<file path="src/rtl/fill_pkg.sv">
// Shared types and screen defaults for the rectangle fill engine and its task wrappers.
package fill_pkg;

    localparam int unsigned SCREEN_W_DEFAULT = 160;
    localparam int unsigned SCREEN_H_DEFAULT = 120;

    typedef enum logic [1:0] {
        SOLID,
        COL_STRIPE,
        ROW_STRIPE,
        CHECKER
    } fill_mode_t;

    typedef enum logic [1:0] {
        IDLE,
        SETUP,
        FILL,
        DONE
    } fill_state_t;

endpackage

</file>
<file path="src/rtl/rect_raster_ctr.sv">
// Column-major raster counter over [x0, xe) x [y0, ye); y advances first.
module rect_raster_ctr #(
    parameter int unsigned XW = 8,
    parameter int unsigned YW = 7
) (
    input  logic          clk_i,
    input  logic          rst_i,
    input  logic          load_i,
    input  logic [XW-1:0] x0_i,
    input  logic [YW-1:0] y0_i,
    input  logic [XW:0]   xe_i,
    input  logic [YW:0]   ye_i,
    input  logic          en_i,
    output logic [XW-1:0] cx_o,
    output logic [YW-1:0] cy_o,
    output logic          last_o
);

    localparam logic [XW:0] XOne = (XW+1)'(1);
    localparam logic [YW:0] YOne = (YW+1)'(1);

    logic [XW-1:0] cx_q;
    logic [YW-1:0] cy_q, y0_q;
    logic [XW:0]   xe_q;
    logic [YW:0]   ye_q;
    logic          col_end, row_end;

    // Exclusive bounds are one bit wider, so compare cx+1 / cy+1 in the wide domain.
    assign col_end = (({1'b0, cy_q} + YOne) == ye_q);
    assign row_end = (({1'b0, cx_q} + XOne) == xe_q);
    assign last_o  = col_end && row_end;
    assign cx_o    = cx_q;
    assign cy_o    = cy_q;

    always_ff @(posedge clk_i or posedge rst_i) begin
        if (rst_i) begin
            cx_q <= '0;
            cy_q <= '0;
            y0_q <= '0;
            xe_q <= '0;
            ye_q <= '0;
        end else if (load_i) begin
            cx_q <= x0_i;
            cy_q <= y0_i;
            y0_q <= y0_i;
            xe_q <= xe_i;
            ye_q <= ye_i;
        end else if (en_i) begin
            if (col_end) begin
                cy_q <= y0_q;
                cx_q <= cx_q + XW'(1);
            end else begin
                cy_q <= cy_q + YW'(1);
            end
        end
    end

endmodule

</file>
<file path="src/rtl/rect_fill.sv">
// Clipped rectangle fill onto the VGA adapter plot interface, one pixel per clock.
module rect_fill
    import fill_pkg::*;
#(
    parameter int unsigned XW       = 8,
    parameter int unsigned YW       = 7,
    parameter int unsigned CW       = 3,
    parameter int unsigned SCREEN_W = SCREEN_W_DEFAULT,
    parameter int unsigned SCREEN_H = SCREEN_H_DEFAULT
) (
    input  logic          clk,
    input  logic          rst,
    input  logic          start,
    input  logic [1:0]    mode,
    input  logic [CW-1:0] colour,
    input  logic [XW-1:0] x0,
    input  logic [YW-1:0] y0,
    input  logic [XW-1:0] w,
    input  logic [YW-1:0] h,
    output logic          done,
    output logic [XW-1:0] vga_x,
    output logic [YW-1:0] vga_y,
    output logic [CW-1:0] vga_colour,
    output logic          vga_plot
);

    localparam logic [XW:0] ScrW = (XW+1)'(SCREEN_W);
    localparam logic [YW:0] ScrH = (YW+1)'(SCREEN_H);

    fill_state_t   state_q, state_d;
    fill_mode_t    mode_q;
    logic [CW-1:0] colour_q;
    logic [XW-1:0] x0_q, w_q;
    logic [YW-1:0] y0_q, h_q;

    logic          done_q, done_d, plot_q, plot_d;
    logic [XW-1:0] vx_q, vx_d;
    logic [YW-1:0] vy_q, vy_d;
    logic [CW-1:0] vc_q, vc_d, pix_colour;

    logic [XW:0]   xsum, xe;
    logic [YW:0]   ysum, ye;
    logic          empty, ctr_load, ctr_en, last;
    logic [XW-1:0] cx;
    logic [YW-1:0] cy;

    assign xsum  = {1'b0, x0_q} + {1'b0, w_q};
    assign ysum  = {1'b0, y0_q} + {1'b0, h_q};
    assign xe    = (xsum > ScrW) ? ScrW : xsum;
    assign ye    = (ysum > ScrH) ? ScrH : ysum;
    assign empty = (w_q == '0) || (h_q == '0) ||
                   ({1'b0, x0_q} >= ScrW) || ({1'b0, y0_q} >= ScrH);

    rect_raster_ctr #(
        .XW (XW),
        .YW (YW)
    ) u_ctr (
        .clk_i  (clk),
        .rst_i  (rst),
        .load_i (ctr_load),
        .x0_i   (x0_q),
        .y0_i   (y0_q),
        .xe_i   (xe),
        .ye_i   (ye),
        .en_i   (ctr_en),
        .cx_o   (cx),
        .cy_o   (cy),
        .last_o (last)
    );

    always_comb begin
        pix_colour = colour_q;
        unique case (mode_q)
            SOLID:      pix_colour = colour_q;
            COL_STRIPE: pix_colour = cx[CW-1:0];
            ROW_STRIPE: pix_colour = cy[CW-1:0];
            CHECKER:    pix_colour = (cx[0] ^ cy[0]) ? '0 : colour_q;
            default:    pix_colour = colour_q;
        endcase
    end

    always_comb begin
        state_d  = state_q;
        ctr_load = 1'b0;
        ctr_en   = 1'b0;
        plot_d   = 1'b0;
        done_d   = 1'b0;
        vx_d     = vx_q;
        vy_d     = vy_q;
        vc_d     = vc_q;
        unique case (state_q)
            IDLE: begin
                if (start) state_d = SETUP;
            end
            SETUP: begin
                if (empty) begin
                    state_d = DONE;
                end else begin
                    ctr_load = 1'b1;
                    state_d  = FILL;
                end
            end
            FILL: begin
                plot_d = 1'b1;
                vx_d   = cx;
                vy_d   = cy;
                vc_d   = pix_colour;
                ctr_en = 1'b1;
                if (last) state_d = DONE;
            end
            DONE: begin
                done_d = 1'b1;
                if (!start) state_d = IDLE;
            end
            default: state_d = IDLE;
        endcase
    end

    always_ff @(posedge clk or posedge rst) begin
        if (rst) begin
            state_q  <= IDLE;
            mode_q   <= SOLID;
            colour_q <= '0;
            x0_q     <= '0;
            y0_q     <= '0;
            w_q      <= '0;
            h_q      <= '0;
            done_q   <= 1'b0;
            plot_q   <= 1'b0;
            vx_q     <= '0;
            vy_q     <= '0;
            vc_q     <= '0;
        end else begin
            state_q <= state_d;
            done_q  <= done_d;
            plot_q  <= plot_d;
            vx_q    <= vx_d;
            vy_q    <= vy_d;
            vc_q    <= vc_d;
            if (state_q == IDLE && start) begin
                mode_q   <= fill_mode_t'(mode);
                colour_q <= colour;
                x0_q     <= x0;
                y0_q     <= y0;
                w_q      <= w;
                h_q      <= h;
            end
        end
    end

    assign done       = done_q;
    assign vga_plot   = plot_q;
    assign vga_x      = vx_q;
    assign vga_y      = vy_q;
    assign vga_colour = vc_q;

endmodule

</file>
<file path="config.mk">
export PLATFORM = sky130hd
export DESIGN_NAME = rect_fill
export DESIGN_NICKNAME = d
export VERILOG_FILES = /design/src/rtl/fill_pkg.sv /design/src/rtl/rect_raster_ctr.sv /design/src/rtl/rect_fill.sv
export SDC_FILE = /design/constraint.sdc
export NUM_CORES = 1
export LEC_CHECK = 0
export BUFFER_PORTS_ARGS = -buffer_cell sky130_fd_sc_hd__clkbuf_2
export CAP_MARGIN = 20
export CORE_ASPECT_RATIO = 1.2
export CORE_MARGIN = 2
export CORE_UTILIZATION = 43
export CTS_BUF_LIST = sky130_fd_sc_hd__clkbuf_4 sky130_fd_sc_hd__clkbuf_8
export DETAILED_ROUTE_END_ITERATION = 8
export GPL_TIMING_DRIVEN = 0
export REMOVE_ABC_BUFFERS = 1
export SLEW_MARGIN = 20
export SYNTH_ARGS = -nofsm -noshare
export SYNTH_HDL_FRONTEND = slang
export SYNTH_SLANG_ARGS = --single-unit
export TNS_END_PERCENT = 10
</file>
<file path="constraint.sdc">
create_clock -name clk -period 3.2 [get_ports clk]
set_input_delay 0.64 -clock clk [delete_from_list [all_inputs] [get_ports clk]]
set_output_delay 0.64 -clock clk [all_outputs]
set_load 0.02 [all_outputs]
</file>
; ---- Yosys cells after proc, flatten, opt, wreduce, memory -nomap -nowiden
; Cells that the tools add are included.
[word_totals]
elab_cells = 71
mem_bits_rw = 0
inputBits = 38
out_inout_bits = 20
ff_bits = 96
rom_bits = 0
latchBits = 0
mem_count = 0
[op_classes]
n_eq_ne = 11
magnitude_cmp = 4
div_mod_pow = 0
n_mux = 19
reduce_logical = 13
n_mul = 0
add_sub_neg = 6
n_bitwise = 1
shift = 0
[op_table]
columns = op, count
row1 = two-way mux 8 bit, 4
row2 = two-way mux 7 bit, 3
row3 = one-hot mux 3 bit (4 select lines), 1
row4 = "adder 8 x 1 -> 9 bit, second input constant", 1
row5 = adder 8 x 8 -> 9 bit, 1
row6 = equality test 9 bit, 1
row7 = "greater-than comparator 9 x 8 -> 1 bit, second input constant", 1
row8 = two-way mux 9 bit, 1
row9 = "adder 7 x 1 -> 8 bit, second input constant", 1
row10 = adder 7 x 7 -> 8 bit, 1
row11 = "adder 8 x 1 -> 8 bit, second input constant", 1
row12 = "equality test 2 bit, second input constant", 4
row13 = equality test 8 bit, 1
row14 = "greater-or-equal comparator 8 bit, second input constant", 1
row15 = "greater-than comparator 8 x 7 -> 1 bit, second input constant", 1
row16 = logical NOT 8 bit, 1
row17 = one-hot mux 2 bit (4 select lines), 1
row18 = "adder 7 x 1 -> 7 bit, second input constant", 1
row19 = "greater-or-equal comparator 7 bit, second input constant", 1
row20 = logical NOT 7 bit, 1
row21 = two-way mux 2 bit, 3
row22 = "!= test 2 bit, second input constant", 3
row23 = two-way mux 1 bit, 5
row24 = "equality test 2 x 1 -> 1 bit, second input constant", 2
row25 = other kinds (8), 13

; ---- Logic depth before layout (Yosys ltp)
; Gate-level depths: netlist of the first run.
[logic_depth]
ltp_word = 8
ltp_mapped = 9
mapped_depth_nobuf = 9

; ---- Hierarchy
; A second synthesis of the first run with hierarchy kept.
[unflattened]
hier_cells = 511
hier_area_um2 = 5625.4
[modules_own_cells]
columns = mod, cells_per_inst, area_each_um2, n_inst, seq_area_each_um2
row1 = rect_fill, 264, 3111.7, 1, 1426.4
row2 = rect_raster_ctr, 247, 2513.7, 1, 975.9

; ---- Worst setup path before layout of the first run
; Ideal clock, no wire load.
[synth_path]
path_type = flip-flop to flip-flop
start = register u_ctr.cx_q[0] (netlist: u_ctr.cx_o[0])
end = register state_q[1]
required_ps = 3075
arrival_time_ps = 2115
setup_ps = 125
stages_incl_launch_ff = 8
setup_slack_ps = 960
path_buffers = 1
synth_period_minus_slack_ps = 2240
cell_sequence = dfrtp_1 buf_4 nand3_2 o21a_1 or4_4 a2111oi_4 a31oi_1 mux2_4
[synth_between]
elab_chain_cells = 5
[synth_rtl]
columns = element, line_no
row1 = from (decl), rect_raster_ctr.sv:22  ; logic [XW-1:0] cx_q;
row2 = from (signal assigned), rect_raster_ctr.sv:43  ; cx_q <= x0_i;
row3 = from (signal assigned), rect_raster_ctr.sv:51  ; cx_q <= cx_q + XW'(1);
row4 = adder 8 x 1 -> 9 bit, rect_raster_ctr.sv:30  ; assign row_end = (({1'b0, cx_q} + XOne) == xe_q);
row5 = equality test 9 bit, rect_raster_ctr.sv:30
row6 = logical AND 1 bit, rect_raster_ctr.sv:31  ; assign last_o = col_end && row_end;
row7 = != test 2 bit (no line), n/a
row8 = AND reduction 3 bit (no line), n/a
row9 = to (signal assigned), rect_fill.sv:134  ; state_q <= state_d;
row10 = to (decl), rect_fill.sv:30  ; fill_state_t state_q, state_d;
; Every way passes these cells.
; A chain may end at the register's enable or synchronous reset.

; ---- Final worst setup path of the first run
[layout_path]
start = register h_q[3]
end = register u_ctr.ye_q[1]
[layout_between]
elab_chain_cells = 6
elab_cells_between_ends = 9
classes_between = add/sub: 1 / order compare: 1 / mux: 3 / reduce/logical: 4
[layout_rtl]
columns = element, line_no
row1 = from (decl), rect_fill.sv:34  ; logic [YW-1:0] y0_q, h_q;
row2 = from (signal assigned), rect_fill.sv:146  ; h_q <= h;
row3 = "parallel branches: the longest is 6 deep, another holds adder 7 x 7 -> 8 bit", n/a
row4 = to (signal assigned), rect_raster_ctr.sv:47  ; ye_q <= ye_i;
row5 = to (decl), rect_raster_ctr.sv:25  ; logic [YW:0] ye_q;
; Parallel ways; which one is timed is not known.

==> metrics.md, run 1 <==
| Metric | Value |
|---|---|
| Critical Path Max Stage Delay | `0.56 ns` |
| Seq/Total Area, Yosys | `0.452` |
| # diodes | `0` |
| Die ar. | `around 0.013 mm^2` |
| Top layer in use | `met4` |
| Worst r2r src | `h_q[3]` |
| Status | `complete, no violations` |
| Syn_area_per_cell | `~11 um^2` |
| Die height | `126 um` |
| Setup Buffers After CTS | `0` |
| Top FF cell, synth | `dfrtp_1` |
| Skew final | `around 0.011 ns` |
| Worst-Skew Late Latency | `about 0.38 ns` |
| Max Buffers Root-to-Sink | `2` |
| Switching power | `around 3.0 mW` |
| Hold Buf Count CTS | `0` |
| Leak | `around 2.7 nW` |
| DP Area | `~0.0058 mm^2` |
| Clk sinks | `96` |
| Min cycle time layout | `around 2.7 ns` |
| Fin crit share | `0.854` |
| Largest family of logic cells by synthesized area | `compound AO/OA/AOI/OAI gates` |
| Most common cell after layout, fill and taps aside | `dfrtp_1` |
| Rows | `44` |
| Most frequent cells in the layout | `dfrtp_1, clkbuf_2, mux2_2` |
| Worst slew pin tran | `0.699 ns` |
| Synth Register Bits | `between 90 and 100` |
| CTS H-tree depth | `3` |
| Initial antenna violation count | `0` |
| Synth Area in Simple Gates | `0.136` |
| First-pass GRT wire length | `~20 mm` |
| Pint | `a little under 4 mW` |
| Largest net degree at the start of global routing | `a little over 60` |
| Hold Fails Final Rpt | `0` |
| Max VDD drop | `0.000447 V` |
| RSZ-0062 raised after global routing | `false` |
| Slew HR | `0.533` |
| Clock network power share | `0.129` |
| Worst hold slack | `between 0.2 and 0.25 ns` |
| TritonCTS buffer count | `9` |
| CP Capture Type | `flip-flop` |
| Maxcap violations | `0` |
| CTS clk-pin slew, worst paths | `0.09 ns` |
| Layout cells sized above 1 | `0.264` |
| Setup crit start | `h_q[3]` |
| Synthesized cell area | `around 0.0053 mm^2` |
| Crit-path cells | `or4_1, nor4_1, nor3_1, nand2_2, a311oi_1, a32o_1` |
| Crit path DAT | `about 3.0 ns` |
| DR WL met3 | `381 um` |
| Grt ovf | `0` |
| HP Class | `in2async` |
| Area grow syn2layout | `13.4%` |
| Die W | `~110 um` |
| Post_cts resized | `0` |
| Initial core utilization | `0.441` |
| Final antenna-violating net count | `0` |
| Nets@finish | `between 600 and 700` |
| I/O pins | `58` |
| Total GRT Usage | `0.181` |
| Crit start category | `flip-flop` |
| Post-synthesis async set-or-reset flop share | `1.00` |
| Synth Area in Adders | `0.0593` |
| Reg power frac | `0.347` |
| End of the critical path | `u_ctr.ye_q[1]` |
| Switching Share | `0.429` |
| RR Endpoint | `u_ctr.ye_q[1]` |
| Vias per inst | `about 5.5` |
| Placer Congestion | `0.816` |
| Mux cell area share after synthesis | `0.126` |
| Synth Area in Compound Gates | `0.149` |
| IO buf count | `57` |
| Routed len/inst | `15.4 um` |
| Crit Path Max Fanout | `39` |
| Synth Area in XOR/XNOR | `0.0492` |
| CTS tree | `built` |
| Vias | `roughly 4000` |
| Combinational share of power | `0.524` |
| HPWL Detailed | `8.19 mm` |
| Flop2flop setup slack | `approximately 0.47 ns` |
| Power density over the cells | `~1100 mW/mm^2` |
| Root Driver | `clkbuf_8` |
| Final setup vio count | `0` |
| Max Slew Vio Count | `0` |
| Kind of critical path | `reg2reg` |
| DRT iter0 DRCs | `154` |
| DR DRC count | `0` |
| WL met1 | `5.37 mm` |
| Critical path's slowest cell | `nand2_2` |
| WL final | `11.0 mm` |
| Drt pass-1 iters | `4` |
| WP data required | `between 3 and 4 ns` |
| Worst R2R Path Depth | `6` |
| Met2 Wirelength | `5.06 mm` |
| EDFF count, synth | `0` |
| Core area | `about 0.012 mm^2` |
| Synth cell types | `71` |
| Fmax | `0.366 GHz` |
| Ys Warns | `0` |
| Vias in the first global route | `between 4000 and 5000` |
| Cell area after layout | `around 0.006 mm^2` |
| Synth Instances | `roughly 500` |
-- synthesized netlist by cell type (5+ instances only) --
cell type	number	share of area
nand3_1	7	0.0066
o21ai_1	19	0.018
o21a_1	9	0.013
inv_1	15	0.011
mux2_2	51	0.11
a31oi_1	10	0.012
nand2_1	43	0.030
clkbuf_1	11	0.0078
o21ai_0	12	0.011
nand4_1	6	0.0071
mux2i_1	8	0.015
dfrtp_1	96	0.45
nor2b_1	6	0.0071
a21boi_0	6	0.0085
a21oi_1	8	0.0075
xnor2_1	11	0.018
or3_1	7	0.0082
or4_1	5	0.0071
o211ai_1	5	0.0071
nor2_1	34	0.024
xor2_1	11	0.018
buf_2	5	0.0047
ha_1	22	0.052
nor3_1	11	0.010
-- state kept, by name (all words and copies together), names as in the netlist, 7 cells and up --
name        count
u_ctr.xe_q      9
u_ctr.cx_o      8
u_ctr.ye_q      8
vga_x           8
w_q             8
x0_q            8
h_q             7
u_ctr.cy_o      7
u_ctr.y0_q      7
vga_y           7
y0_q            7
-- per-layer routing --
metal	vias to the layer above	global-route usage
met5	-	0
met4	0	0.0722
met3	15	0.0285
met2	73	0.280
met1	1912	0.256
li1	1933	-
-- how the worst min path moves through the flow --
stage	start	end	slack, ns	cells after the start
2_1_floorplan	u_ctr.y0_q[2]	u_ctr.y0_q[2]	0.45	2
6_report	rst	mode_q[0]	0.24	2
3_5_place_dp	u_ctr.y0_q[0]	u_ctr.y0_q[0]	0.46	2
3_3_place_gp	u_ctr.y0_q[3]	u_ctr.y0_q[3]	0.46	2
4_1_cts	rst	mode_q[0]	0.24	2
5_1_grt	rst	vga_y[0]	0.26	2
-- stage by stage --
step                setup TNS (ns)  setup slack, ns  instances   util  total power, mW
floorplan                   -0.261          -0.0463        475      -             5.10
global placement           -139.03            -1.94        693  0.474             5.87
detailed placement               0            0.261        699  0.481             6.02
CTS                              0            0.243        715  0.499             6.94
global route                     0            0.200        715  0.500             7.55
finish                           0            0.466        715  0.500             6.88
-- area by class of cell --
class | count | area [um^2]
Timing Repair Buffer | 63 | 353
Tap cell | 161 | 201
Fill cell | 1138 | 6030
Inverter | 16 | 65.1
Clock inverter | 6 | 82.6
Clock buffer | 10 | 138
Sequential cell | 96 | 2400
Multi-Input combinational cell | 363 | 2780
-- worst max-delay path, delay by kind of cell (launching register included) --
kind | cells | cell delay (ns)
compound gates | 2 | 0.51
flops | 1 | 0.40
simple gates | 4 | 1.72
-- kinds of logic after synthesis --
family,after synthesis
DFF,96
AOI/OAI and AO/OA,111
adders and majority gates,24
buffers and inverters,37
and+or+nand+nor,143
xor gates and xnor gates,25
muxes,60
-- power groups by stage --
| stage | combinational (mW) | clock [mW] | sequential, mW |
|---|---|---|---|
| after detailed placement | 3.60 | 0 | 2.42 |
| final | 3.61 | 0.889 | 2.39 |
| after CTS | 3.63 | 0.916 | 2.39 |
| after floorplan | 2.74 | 0 | 2.36 |
| after global placement | 3.48 | 0 | 2.40 |
| after global routing | 4.09 | 0.967 | 2.50 |
(Power assumes the default switching activity.)
==> inputs of run 2 (changes only) <==
Settings changed: CELL_PAD_IN_SITES_DETAIL_PLACEMENT from default to 0, CELL_PAD_IN_SITES_GLOBAL_PLACEMENT from default to 1, PLACE_DENSITY_LB_ADDON from default to 0.1.
==> metrics.md, run 2 (synthesis results as in run 1) <==
| Metric | Value |
|---|---|
| Status | `complete, no violations` |
| Skew final | `around 0.013 ns` |
| End of the critical path | `u_ctr.cx_o[5]` |
| Largest Register | `u_ctr.xe_q` |
| Pre-CTS WS | `between 0.3 and 0.4 ns` |
| Initial core utilization | `0.441` |
| Max VDD drop | `around 0.00054 V` |
| Vias | `3944` |
| Vias per inst | `about 5.5` |
| WL final | `roughly 12 mm` |
| Leak | `between 2 and 3 nW` |
| Worst setup margin | `0.389 ns` |
| Worst R2R Path Depth | `7` |
| Fmax | `~0.36 GHz` |
| Vias in the first global route | `a little over 4000` |
| Setup Buffers After CTS | `0` |
| Worst-Skew Late Latency | `between 0.3 and 0.4 ns` |
| Power density over the cells | `about 1200 mW/mm^2` |
| Die ar. | `0.0133 mm^2` |
| CTS H-tree depth | `3` |
| CTS clk-pin slew, worst paths | `approximately 0.09 ns` |
| Slew HR | `0.487` |
| Layout cells sized above 1 | `0.260` |
| Flop2flop setup slack | `0.39 ns` |
| I/O pins | `between 50 and 60` |
| Hold Buf Count CTS | `0` |
| Largest net degree at the start of global routing | `65` |
| WP data required | `3.48 ns` |
| Core area | `~0.012 mm^2` |
| Switching power | `between 3 and 4 mW` |
| CTS tree | `built` |
| Final setup vio count | `0` |
| Rows | `44` |
| Root Driver | `clkbuf_8` |
| DR DRC count | `0` |
| Nets@finish | `610` |
| TritonCTS buffer count | `9` |
| RR Endpoint | `u_ctr.cx_o[5]` |
| Hold Fails Final Rpt | `0` |
| RSZ-0062 raised after global routing | `false` |
| Reg power frac | `0.349` |
| First-pass GRT wire length | `approximately 20 mm` |
| Clk sinks | `96` |
| IO buf count | `57` |
| DRT iter0 DRCs | `95` |
| Post_cts resized | `0` |
| Switching Share | `0.434` |
| CP Capture Type | `flip-flop` |
| Max Buffers Root-to-Sink | `2` |
| Die height | `roughly 130 um` |
| Area grow syn2layout | `13.0%` |
| Crit start category | `flip-flop` |
| Worst slew pin tran | `about 0.77 ns` |
| Kind of critical path | `reg2reg` |
| HPWL Detailed | `between 8 and 9 mm` |
| Drt pass-1 iters | `4` |
| Die W | `roughly 110 um` |
| Min cycle time layout | `between 2 and 3 ns` |
| Final antenna-violating net count | `0` |
| Fin crit share | `0.878` |
| Setup TNS | `0 ns` |
| Combinational share of power | `0.525` |
| Most common cell after layout, fill and taps aside | `dfrtp_1` |
| Crit path DAT | `3.09 ns` |
| Max Slew Vio Count | `0` |
| Initial antenna violation count | `0` |
| Total GRT Usage | `0.192` |
| Placer Congestion | `a little under 0.8` |
| Crit Path Max Fanout | `14` |
| Max FFs per register | `9` |
| Worst r2r src | `u_ctr.cy_o[0]` |
| Routed len/inst | `roughly 17 um` |
| Clock network power share | `0.126` |
| Most frequent cells in the layout | `dfrtp_1, clkbuf_2, mux2_2` |
| Maxcap violations | `0` |
| Grt ovf | `0` |
| Pint | `~3.9 mW` |
| # diodes | `0` |
| Setup crit start | `u_ctr.cy_o[0]` |
| HP Class | `in2async` |
[run 2: area by class of cell]
cell class                 instances  area [um^2]
multi-input combinational        363         2780
sequential                        96         2400
clock buffer                      10          138
timing repair buffer              62          348
tap                              161          201
clock inverter                     4         70.1
fill                            1143         6050
inverter                          16         65.1
[run 2: metrics by stage]
| step | cell area [um^2] | hold WS, ns | util | power (mW) | cells |
|---|---|---|---|---|---|
| after CTS | 6010 | 0.233 | 0.498 | 6.99 | 712 |
| after global placement | 5710 | 0.461 | 0.474 | 5.99 | 693 |
| after global routing | 6010 | 0.265 | 0.498 | 7.55 | 712 |
| after detailed placement | 5800 | 0.462 | 0.481 | 6.11 | 698 |
| after floorplan | 5230 | 0.445 | - | 5.10 | 475 |
| final | 6010 | 0.242 | 0.498 | 6.93 | 712 |
[run 2: layer usage]
metal	vias to the layer above	track usage	wire length (um)
met2	39	0.350	6370
met5	-	0	0
met3	14	0.0186	170
li1	1923	-	-
met4	0	0.0682	210
met1	1968	0.235	5300
[run 2: worst min path at each step]
stage / from / cells after the start / slack, ns / endpoint
6_report: rst / 2 / 0.24 / h_q[0]
5_1_grt: rst / 2 / 0.26 / h_q[6]
4_1_cts: rst / 2 / 0.23 / y0_q[0]
3_5_place_dp: u_ctr.y0_q[3] / 2 / 0.46 / u_ctr.y0_q[3]
3_3_place_gp: u_ctr.y0_q[0] / 2 / 0.46 / u_ctr.y0_q[0]
2_1_floorplan: u_ctr.y0_q[2] / 2 / 0.45 / u_ctr.y0_q[2]
[run 2: power groups by stage]
stage	sequential (mW)	combinational [mW]	clock, mW
after floorplan	2.36	2.74	0
after global placement	2.44	3.55	0
after detailed placement	2.46	3.65	0
after CTS	2.43	3.66	0.899
after global routing	2.52	4.09	0.939
final	2.42	3.64	0.876
[run 2: worst max-delay path: stages (launching register included)]
cell and delay (ns):
dfrtp_1 0.54, ha_1 0.30, and3_1 0.22, and3_1 0.22, xnor3_1 0.28, o2111ai_2 0.43
or4_1 0.55, a31oi_1 0.18
==> inputs of run 3 (changes only) <==
Settings changed: BUFFER_PORTS_ARGS -buffer_cell sky130_fd_sc_hd__clkbuf_2 to -buffer_cell sky130_fd_sc_hd__buf_2.
==> metrics.md, run 3 (synthesis results as in run 1) <==
| Metric | Value |
|---|---|
| RSZ-0062 raised after global routing | `false` |
| Most common cell after layout, fill and taps aside | `dfrtp_1` |
| Vias per inst | `5.51` |
| Crit start category | `flip-flop` |
| # diodes | `0` |
| Max Slew Vio Count | `0` |
| IO buf count | `between 50 and 60` |
| Fin crit share | `0.877` |
| HP Class | `in2async` |
| CTS tree | `built` |
| Slew HR | `0.478` |
| CTS clk-pin slew, worst paths | `0.10 ns` |
| Largest net degree at the start of global routing | `60` |
| I/O pins | `slightly below 60` |
| Total power draw | `roughly 6.9 mW` |
| Initial antenna violation count | `0` |
| Register Area | `about 0.0024 mm^2` |
| RR Endpoint | `u_ctr.ye_q[2]` |
| Final setup vio count | `0` |
| Crit Path Max Fanout | `39` |
| Crit path DAT | `3.06 ns` |
| Power density over the cells | `1140 mW/mm^2` |
| DR WL met3 | `~200 um` |
| CP Capture Type | `flip-flop` |
| Clk sinks | `between 90 and 100` |
| Worst slew pin tran | `0.780 ns` |
| Max VDD drop | `approximately 0.00055 V` |
| Cell area after layout | `between 0.005 and 0.006 mm^2` |
| Min cycle time layout | `between 2 and 3 ns` |
| First-pass GRT wire length | `around 20 mm` |
| TritonCTS buffer count | `9` |
| Drt pass-1 iters | `4` |
| WL met1 | `roughly 5.3 mm` |
| Initial core utilization | `0.441` |
| Routed len/inst | `16.9 um` |
| Die height | `between 100 and 150 um` |
| Worst setup margin | `about 0.39 ns` |
| Worst-Skew Late Latency | `0.36 ns` |
| Setup Buffers After CTS | `0` |
| Vias in the first global route | `between 4000 and 5000` |
| Area grow syn2layout | `12.8%` |
| Setup TNS | `0 ns` |
| Grt ovf | `0` |
| Die ar. | `roughly 0.013 mm^2` |
| Kind of critical path | `reg2reg` |
| Hold Fails Final Rpt | `0` |
| Footprint of the multi-input gates | `~0.0028 mm^2` |
| Total GRT Usage | `0.190` |
| Layout cells sized above 1 | `0.262` |
| DRT iter0 DRCs | `around 120` |
| Maxcap violations | `0` |
| Worst hold slack | `0.273 ns` |
| Vias | `3931` |
| HPWL Detailed | `~8.8 mm` |
| Nets@finish | `610` |
| Leak | `2.69 nW` |
| Filler Cells Inserted | `1126` |
| Status | `complete, no violations` |
| Placer Congestion | `just under 0.8` |
| Worst R2R Path Depth | `6` |
| Final antenna-violating net count | `0` |
| WL final | `12.1 mm` |
| Die W | `105 um` |
| Root Driver | `clkbuf_8` |
| Rows | `44` |
| Post_cts resized | `0` |
| Pre-CTS WS | `roughly 0.38 ns` |
| Largest Register | `u_ctr.xe_q` |
| Met2 Wirelength | `approximately 6.4 mm` |
| Core area | `0.0121 mm^2` |
| Hold Buf Count CTS | `0` |
| Max FFs per register | `9` |
| Top layer in use | `met4` |
| Most frequent cells in the layout | `dfrtp_1, buf_2, mux2_2` |
| Flop2flop setup slack | `approximately 0.39 ns` |
| WP data required | `about 3.5 ns` |
| CTS H-tree depth | `3` |
| Worst r2r src | `h_q[3]` |
| DP Area | `0.00580 mm^2` |
| Max Buffers Root-to-Sink | `2` |
| Skew final | `0.0112 ns` |
| DR DRC count | `0` |
| Fmax | `between 0.3 and 0.4 GHz` |
-- run 3: cell types whose count changed in the layout (fill, tap and decap cells not counted), sizes merged --
cell      delta
buf         +57
bufinv       -1
clkbuf      -56
clkinv       -1
clkinvlp     +3
-- run 3: power breakdown --
part | leakage, nW | switching [mW] | internal (mW)
combinational | 1.44 | 1.96 | 1.69
clock | 0.0924 | 0.428 | 0.378
sequential | 1.16 | 0.625 | 1.79
total | 2.69 | 3.01 | 3.85
-- run 3: routing by layer --
| layer | track usage | vias to the layer above |
|---|---|---|
| met5 | 0 | - |
| met4 | 0.0463 | 0 |
| met3 | 0.0280 | 7 |
| met2 | 0.343 | 39 |
| met1 | 0.238 | 1960 |
| li1 | - | 1925 |
-- run 3: worst max-delay path, stage by stage, from the launching register on --
cell,delay [ns]
dfrtp_1,0.40
or4_1,0.55
nor4_1,0.44
nor3_1,0.14
nand2_2,0.61
a311oi_1,0.23
a32o_1,0.33
-- run 3: worst max-delay path by stage --
stage	startpoint	endpoint	slack [ns]	cells past startpoint
CTS	h_q[3]	u_ctr.ye_q[2]	0.37	6
global placement	state_q[1]	u_ctr.cy_o[3]	-2.34	6
detailed placement	h_q[3]	u_ctr.ye_q[2]	0.38	6
global route	h_q[3]	u_ctr.ye_q[2]	0.14	6
finish	h_q[3]	u_ctr.ye_q[2]	0.39	6
floorplan	state_q[1]	u_ctr.cy_o[2]	-0.05	6
-- run 3: stage by stage --
step	util	std cells
2_1_floorplan	-	475
3_3_place_gp	0.474	693
3_5_place_dp	0.481	698
4_1_cts	0.497	714
5_1_grt	0.497	714
6_report	0.497	714
-- run 3: final cells by class --
class                   instances  area share
multi-input cells             363       0.464
flip-flops and latches         96       0.401
clock buffers                  11      0.0232
repair buffers                 62      0.0580
clock inverters                 5     0.00960
inverters                      16      0.0109
well taps                     161      0.0336
